## config.mk

```make
export PLATFORM = sky130hd
export DESIGN_NAME = flag_cond_unit
export DESIGN_NICKNAME = d
export VERILOG_FILES = /design/src/rtl/flag_cond_unit.sv
export SDC_FILE = /design/constraint.sdc
export NUM_CORES = 1
export LEC_CHECK = 0
export ABC_AREA = 1
export CORE_MARGIN = 4
export CORE_UTILIZATION = 39
export CTS_CLUSTER_DIAMETER = 40
export DETAILED_ROUTE_END_ITERATION = 12
export PLACE_DENSITY = 0.88
export SYNTH_ARGS = -nofsm -noshare
export SYNTH_HDL_FRONTEND = slang
export SYNTH_SLANG_ARGS = --single-unit
export TNS_END_PERCENT = 1
```

## constraint.sdc

```tcl
create_clock -name clk -period 1.6 [get_ports clk]
set_input_delay 0.16 -clock clk [delete_from_list [all_inputs] [get_ports clk]]
set_output_delay 0.16 -clock clk [all_outputs]
set_load 0.02 [all_outputs]
```

## src/rtl/flag_cond_unit.sv

```systemverilog
// Flag register plus condition-code evaluator with same-cycle flag forwarding.
// Optional saturating request/pass counters are enabled by defining COND_STATS_EN.
module flag_cond_unit #(
  parameter int         CNT_W     = 16,
  parameter logic [3:0] FLAGS_RST = 4'b0000
) (
  input  logic             clk,
  input  logic             rst_n,
  input  logic             flag_we,
  input  logic [3:0]       flags_in,
  input  logic             req_valid,
  input  logic [3:0]       cond,
  input  logic             stall,
  input  logic             flush,
  output logic             resp_valid,
  output logic             cond_pass,
  output logic [3:0]       flags_out,
  output logic [CNT_W-1:0] eval_cnt,
  output logic [CNT_W-1:0] pass_cnt
);

  logic [3:0] flags_q;
  logic [3:0] fwd;
  logic       pass;
  logic       adv;

  // Stall and flush both freeze state; flush additionally drops resp_valid.
  assign adv = ~stall & ~flush;

  // A request in the same cycle as a flag write must see the new flags.
  assign fwd = flag_we ? flags_in : flags_q;

  function automatic logic eval(input logic [3:0] c, input logic [3:0] f);
    logic n, z, cf, v;
    {n, z, cf, v} = f;
    case (c)
      4'b0000: eval = z;
      4'b0001: eval = ~z;
      4'b0010: eval = cf;
      4'b0011: eval = ~cf;
      4'b0100: eval = n;
      4'b0101: eval = ~n;
      4'b0110: eval = v;
      4'b0111: eval = ~v;
      4'b1000: eval = cf & ~z;
      4'b1001: eval = ~cf | z;
      4'b1010: eval = (n == v);
      4'b1011: eval = (n != v);
      4'b1100: eval = ~z & (n == v);
      4'b1101: eval = z | (n != v);
      4'b1110: eval = 1'b1;
      default: eval = 1'b0;
    endcase
  endfunction

  assign pass = eval(cond, fwd);

  always_ff @(posedge clk or negedge rst_n) begin
    if (!rst_n)
      flags_q <= FLAGS_RST;
    else if (adv && flag_we)
      flags_q <= flags_in;
  end

  always_ff @(posedge clk or negedge rst_n) begin
    if (!rst_n) begin
      resp_valid <= 1'b0;
      cond_pass  <= 1'b0;
    end else if (flush) begin
      resp_valid <= 1'b0;
    end else if (!stall) begin
      resp_valid <= req_valid;
      if (req_valid)
        cond_pass <= pass;
    end
  end

  assign flags_out = flags_q;

`ifdef COND_STATS_EN
  logic take;
  assign take = adv & req_valid;

  always_ff @(posedge clk or negedge rst_n) begin
    if (!rst_n) begin
      eval_cnt <= '0;
      pass_cnt <= '0;
    end else if (take) begin
      if (eval_cnt != '1)
        eval_cnt <= eval_cnt + CNT_W'(1);
      if (pass && pass_cnt != '1)
        pass_cnt <= pass_cnt + CNT_W'(1);
    end
  end
`else
  assign eval_cnt = '0;
  assign pass_cnt = '0;
`endif

endmodule
```

# Word level (Yosys, flattened, before mapping)
# Index checks and enable logic that the tools add are counted.
[word_totals]
reg_bits = 6
in_bits = 14
output_inout_bits = 38
elab_cells = 38
[op_classes]
n_eq_ne = 17
mux = 4
bitwise_logic = 11
n_reduce_logical = 3
[op_table]
columns = ["op", "n"]
rows = [
  ["$eq A4 B4 Y1 const B", 7],
  ["$eq A4 B3 Y1 const B", 4],
  ["$pmux W1 S15", 1],
  ["$eq A4 B2 Y1 const B", 2],
  ["$not A1 Y1", 6],
  ["$eq A4 B1 Y1 const B", 1],
  ["$logic_not A4 Y1", 1],
  ["$mux W4", 1],
  ["$and A1 B1 Y1", 3],
  ["$reduce_and A3 Y1", 1],
  ["$mux W1", 2],
  ["$ne A2 B1 Y1 const B", 1],
  ["$or A1 B1 Y1", 2],
  ["$eq A1 B1 Y1", 1],
  ["$logic_and A1 B1 Y1", 1],
  ["$ne A1 B1 Y1", 1],
]

# Depth between registers and ports, before layout
[depth]
word_depth = 4
mapped_depth = 12

# Worst setup path after synthesis
# OpenSTA, ideal clock, no wires.
[synth_path]
path_type = "register to register"
from = "reg flags_q[0], in the netlist flags_out[0]"
to = "reg cond_pass"
arrival_ns = 1.124
t_required_ns = 1.484
slack_ns = 0.359
path_stages_with_launch = 12
path_buffers = 0
cell_sequence = "dfrtp_1 inv_1 nand2_2 nand2_2 nand2_2 nand3_2 nand2_1 nand2_1 nor2_1 nand2_1 nand2_1 nand2_1"
[synth_between]
elab_chain_cells = 4
word_cells_on_any_way = 7
cone_classes = "eq/ne (2); mux (2); bitwise (3)"
[synth_lines]
columns = ["element", "line_no", "text"]
rows = [
  ["from (decl)", "22", "logic [3:0] flags_q;"],
  ["from (signal assigned)", "62", "flags_q <= flags_in;"],
  ["$mux W4 (*)", "31", "assign fwd = flag_we ? flags_in : flags_q;"],
  ["$ne A1 B1 Y1 or $eq A1 B1 Y1 (tied branches)", "n/a", ""],
  ["$or A1 B1 Y1 or $and A1 B1 Y1 (tied branches)", "50, 49", ""],
  ["$pmux W1 S15 (*)", "36", "case (c)"],
  ["to (signal assigned)", "74", "cond_pass <= pass;"],
  ["to (decl)", "16", "output logic cond_pass,"],
]
# Mark *: on every way between the ends. The rest lies on a longest branch, timed or not.
# A chain may end at the register's enable or synchronous reset.

# Worst setup path after layout
[layout_path]
from = "reg flags_q[0], in the netlist flags_out[0]"
to = "out flags_out[0]"
[layout_lines]
columns = ["element", "line_no", "text"]
rows = [
  ["to (decl)", "17", "output logic [3:0] flags_out,"],
]
# No word-level cell between the ends.

==> impl_metrics.json <==
{
  "worst_ir_drop_vdd_mv": 0.492,
  "timing.final.hold_violations": 0,
  "post_cts_buffers": 0,
  "synth_area_um2": 806,
  "use_met3": 0.0394,
  "cp_top_family": "buffers and inverters",
  "crit_chain": "clkdlybuf4s50_1",
  "cts.clk_slew.worst_paths_ns": 0.05,
  "arrival_ns": 1.29,
  "clock-sinks": 6,
  "fin_tns_setup_ns": 0,
  "final_util": 0.475,
  "area_delta_synth_final_pct": 15.7,
  "dpl.hpwl_um": 1360,
  "hp-class": "input port to asynchronous set/reset pin",
  "drive_above_1_share": 0.112,
  "via_count": 717,
  "fp.dieArea_um2": 2860,
  "synth_seq_cells": 6,
  "r2r-start": "flags_out[0]",
  "p_total_uw": 656,
  "drv_cap": 0,
  "finalSetupViolCount": 0,
  "routed_wl_um": 1560,
  "cts_root_buf": "clkbuf_4",
  "routed_via_density": 4.01,
  "final.min_clock_period_ns": 1.45,
  "status": "completed",
  "grt_pass1_wl_um": 2390,
  "drc": 0,
  "busiest_layer": "met2",
  "worst_r2r_endpoint": "cond_pass",
  "rsz0062_at_grt": "false",
  "wl_per_cell_um": 8.74,
  "overflow": 0,
  "place_congestion": 0.883,
  "cts_resized": 0,
  "io_pins": 52,
  "antenna_found_initial": 0,
  "critical_path.startpoint_type": "flip-flop",
  "cp_slowest_stage_delay_ns": 0.63,
  "core_area_um2": 1960,
  "grt_pass1_vias": 604,
  "antenna_left": 0,
  "synth-seq-area-share": 0.186,
  "path_depth": 1,
  "dieWidth_um": 53.5,
  "reg2reg_depth": 11,
  "drtIter0Drc": 18,
  "r2r_setup_slack_ns": 0.37,
  "worst-path-buf-inv": 1,
  "endpoint_kind": "output port",
  "p_leak_nw": 0.548,
  "clockBufferDepth": 2,
  "clk_latency_ns": 0.25,
  "cts_tree": "built",
  "first_pass_iters": 4,
  "crit_fanout": 4,
  "slew_violations": 0,
  "grt_use_total": 0.118,
  "finalNetCount": 168,
  "grtUsageMet1": 0.143,
  "skew_ns": 0.00393,
  "cp.required_ns": 1.44,
  "post-route-period-util": 0.907,
  "power_density_nw_per_um2": 704,
  "syn_inst": 130,
  "yosysUniqueCellTypes": 16,
  "use_met2": 0.171,
  "antenna_cells": 0,
  "yosysWarnings": 0,
  "cts_buffers": 3,
  "die_height_um": 53.5,
  "cts_hold_buf": 0,
  "num_rows": 16,
  "fmax_mhz": 689,
  "initial_core_util": 0.411,
  "crit_type": "flip-flop to output port",
  "htree_levels": 1,
  "slowest_stage": "clkdlybuf4s50_1",
  "port_buffers": 19,
  "syn_avg_cell_area_um2": 6.20,
  "grt_start_max_net_pins": 9
}
==> registers in the layout (all words and copies together), names as in the netlist <==
register    count
cond_pass       1
resp_valid      1
flags_out       4
==> stage by stage <==
stage          cells  setup slack, ns  hold slack, ns  cell area (um^2)
4_1_cts          179            0.137           0.158               932
2_1_floorplan    161            0.359          -0.136               922
3_3_place_gp     176           0.0351           0.415               910
5_1_grt          179           0.0832           0.164               932
3_5_place_dp     176           0.0181           0.426               910
6_report         179            0.148           0.151               932
==> cells by family (layout without fill, tap and decap cells) <==
family | Yosys count | count (layout) | synth area share
buffers and inverters | 49 | 40 | 0.393
AND/OR/NAND/NOR | 69 | 69 | 0.377
flip-flops | 6 | 6 | 0.186
multiplexers | 1 | 1 | 0.0140
AO/OA/AOI/OAI | 4 | 4 | 0.0248
other | 1 | 32 | 0.00465
==> cell usage after synthesis <==
cell type | count | area share
buf_4 | 32 | 0.30
buf_6 | 1 | 0.014
inv_1 | 15 | 0.070
dfrtp_1 | 6 | 0.19
conb_1 | 1 | 0.0047
nand3_2 | 1 | 0.012
nand3b_1 | 1 | 0.0093
o21ai_0 | 3 | 0.019
a21oi_1 | 1 | 0.0062
nand2_1 | 39 | 0.18
mux2_2 | 1 | 0.014
nand3_1 | 8 | 0.050
nor2_1 | 9 | 0.042
nand2_2 | 9 | 0.070
inv_6 | 1 | 0.011
nor3_1 | 2 | 0.012
==> cell usage in the layout (no fill, tap or decap) <==
cell	netlist	routed
nor3_1	2	2
conb_1	1	32
inv_6	1	1
buf_4	32	2
dfrtp_1	6	6
o21ai_0	3	3
clkbuf_4	0	3
mux2_2	1	1
nor2_1	9	9
nand3b_1	1	1
a21oi_1	1	1
nand2_1	39	39
nand3_2	1	1
clkdlybuf4s50_1	0	19
inv_1	15	15
nand3_1	8	8
nand2_2	9	9
==> per-layer routing <==
metal | up-vias | wire length (um) | share of wire
li1 | 376 | - | -
met1 | 304 | 646 | 0.41
met2 | 33 | 737 | 0.47
met3 | 4 | 140 | 0.090
met4 | 0 | 40 | 0.026
met5 | - | 0 | 0
==> layout make-up <==
class | instances | area [um^2]
repair buffers | 21 | 205
flip-flops and latches | 6 | 150
inverters | 16 | 65.1
well taps | 27 | 33.8
clock buffers | 3 | 22.5
fillers | 225 | 1030
multi-input cells | 106 | 455
==> report_power, final <==
| part | switching [mW] | leakage (nW) | internal, mW |
|---|---|---|---|
| Clock | 0.0620 | 0.0138 | 0.0853 |
| Sequential | 0.0205 | 0.0754 | 0.176 |
| Combinational | 0.196 | 0.459 | 0.117 |
==> worst max-delay path by stage <==
stage | startpoint | endpoint | slack (ns)
4_1_cts | flags_out[0] | flags_out[0] | 0.14
5_1_grt | flags_out[0] | flags_out[0] | 0.08
2_1_floorplan | flags_out[0] | cond_pass | 0.36
3_5_place_dp | flag_we | cond_pass | 0.02
6_report | flags_out[0] | flags_out[0] | 0.15
3_3_place_gp | flag_we | cond_pass | 0.04
Power figures use the tool's default switching activity.
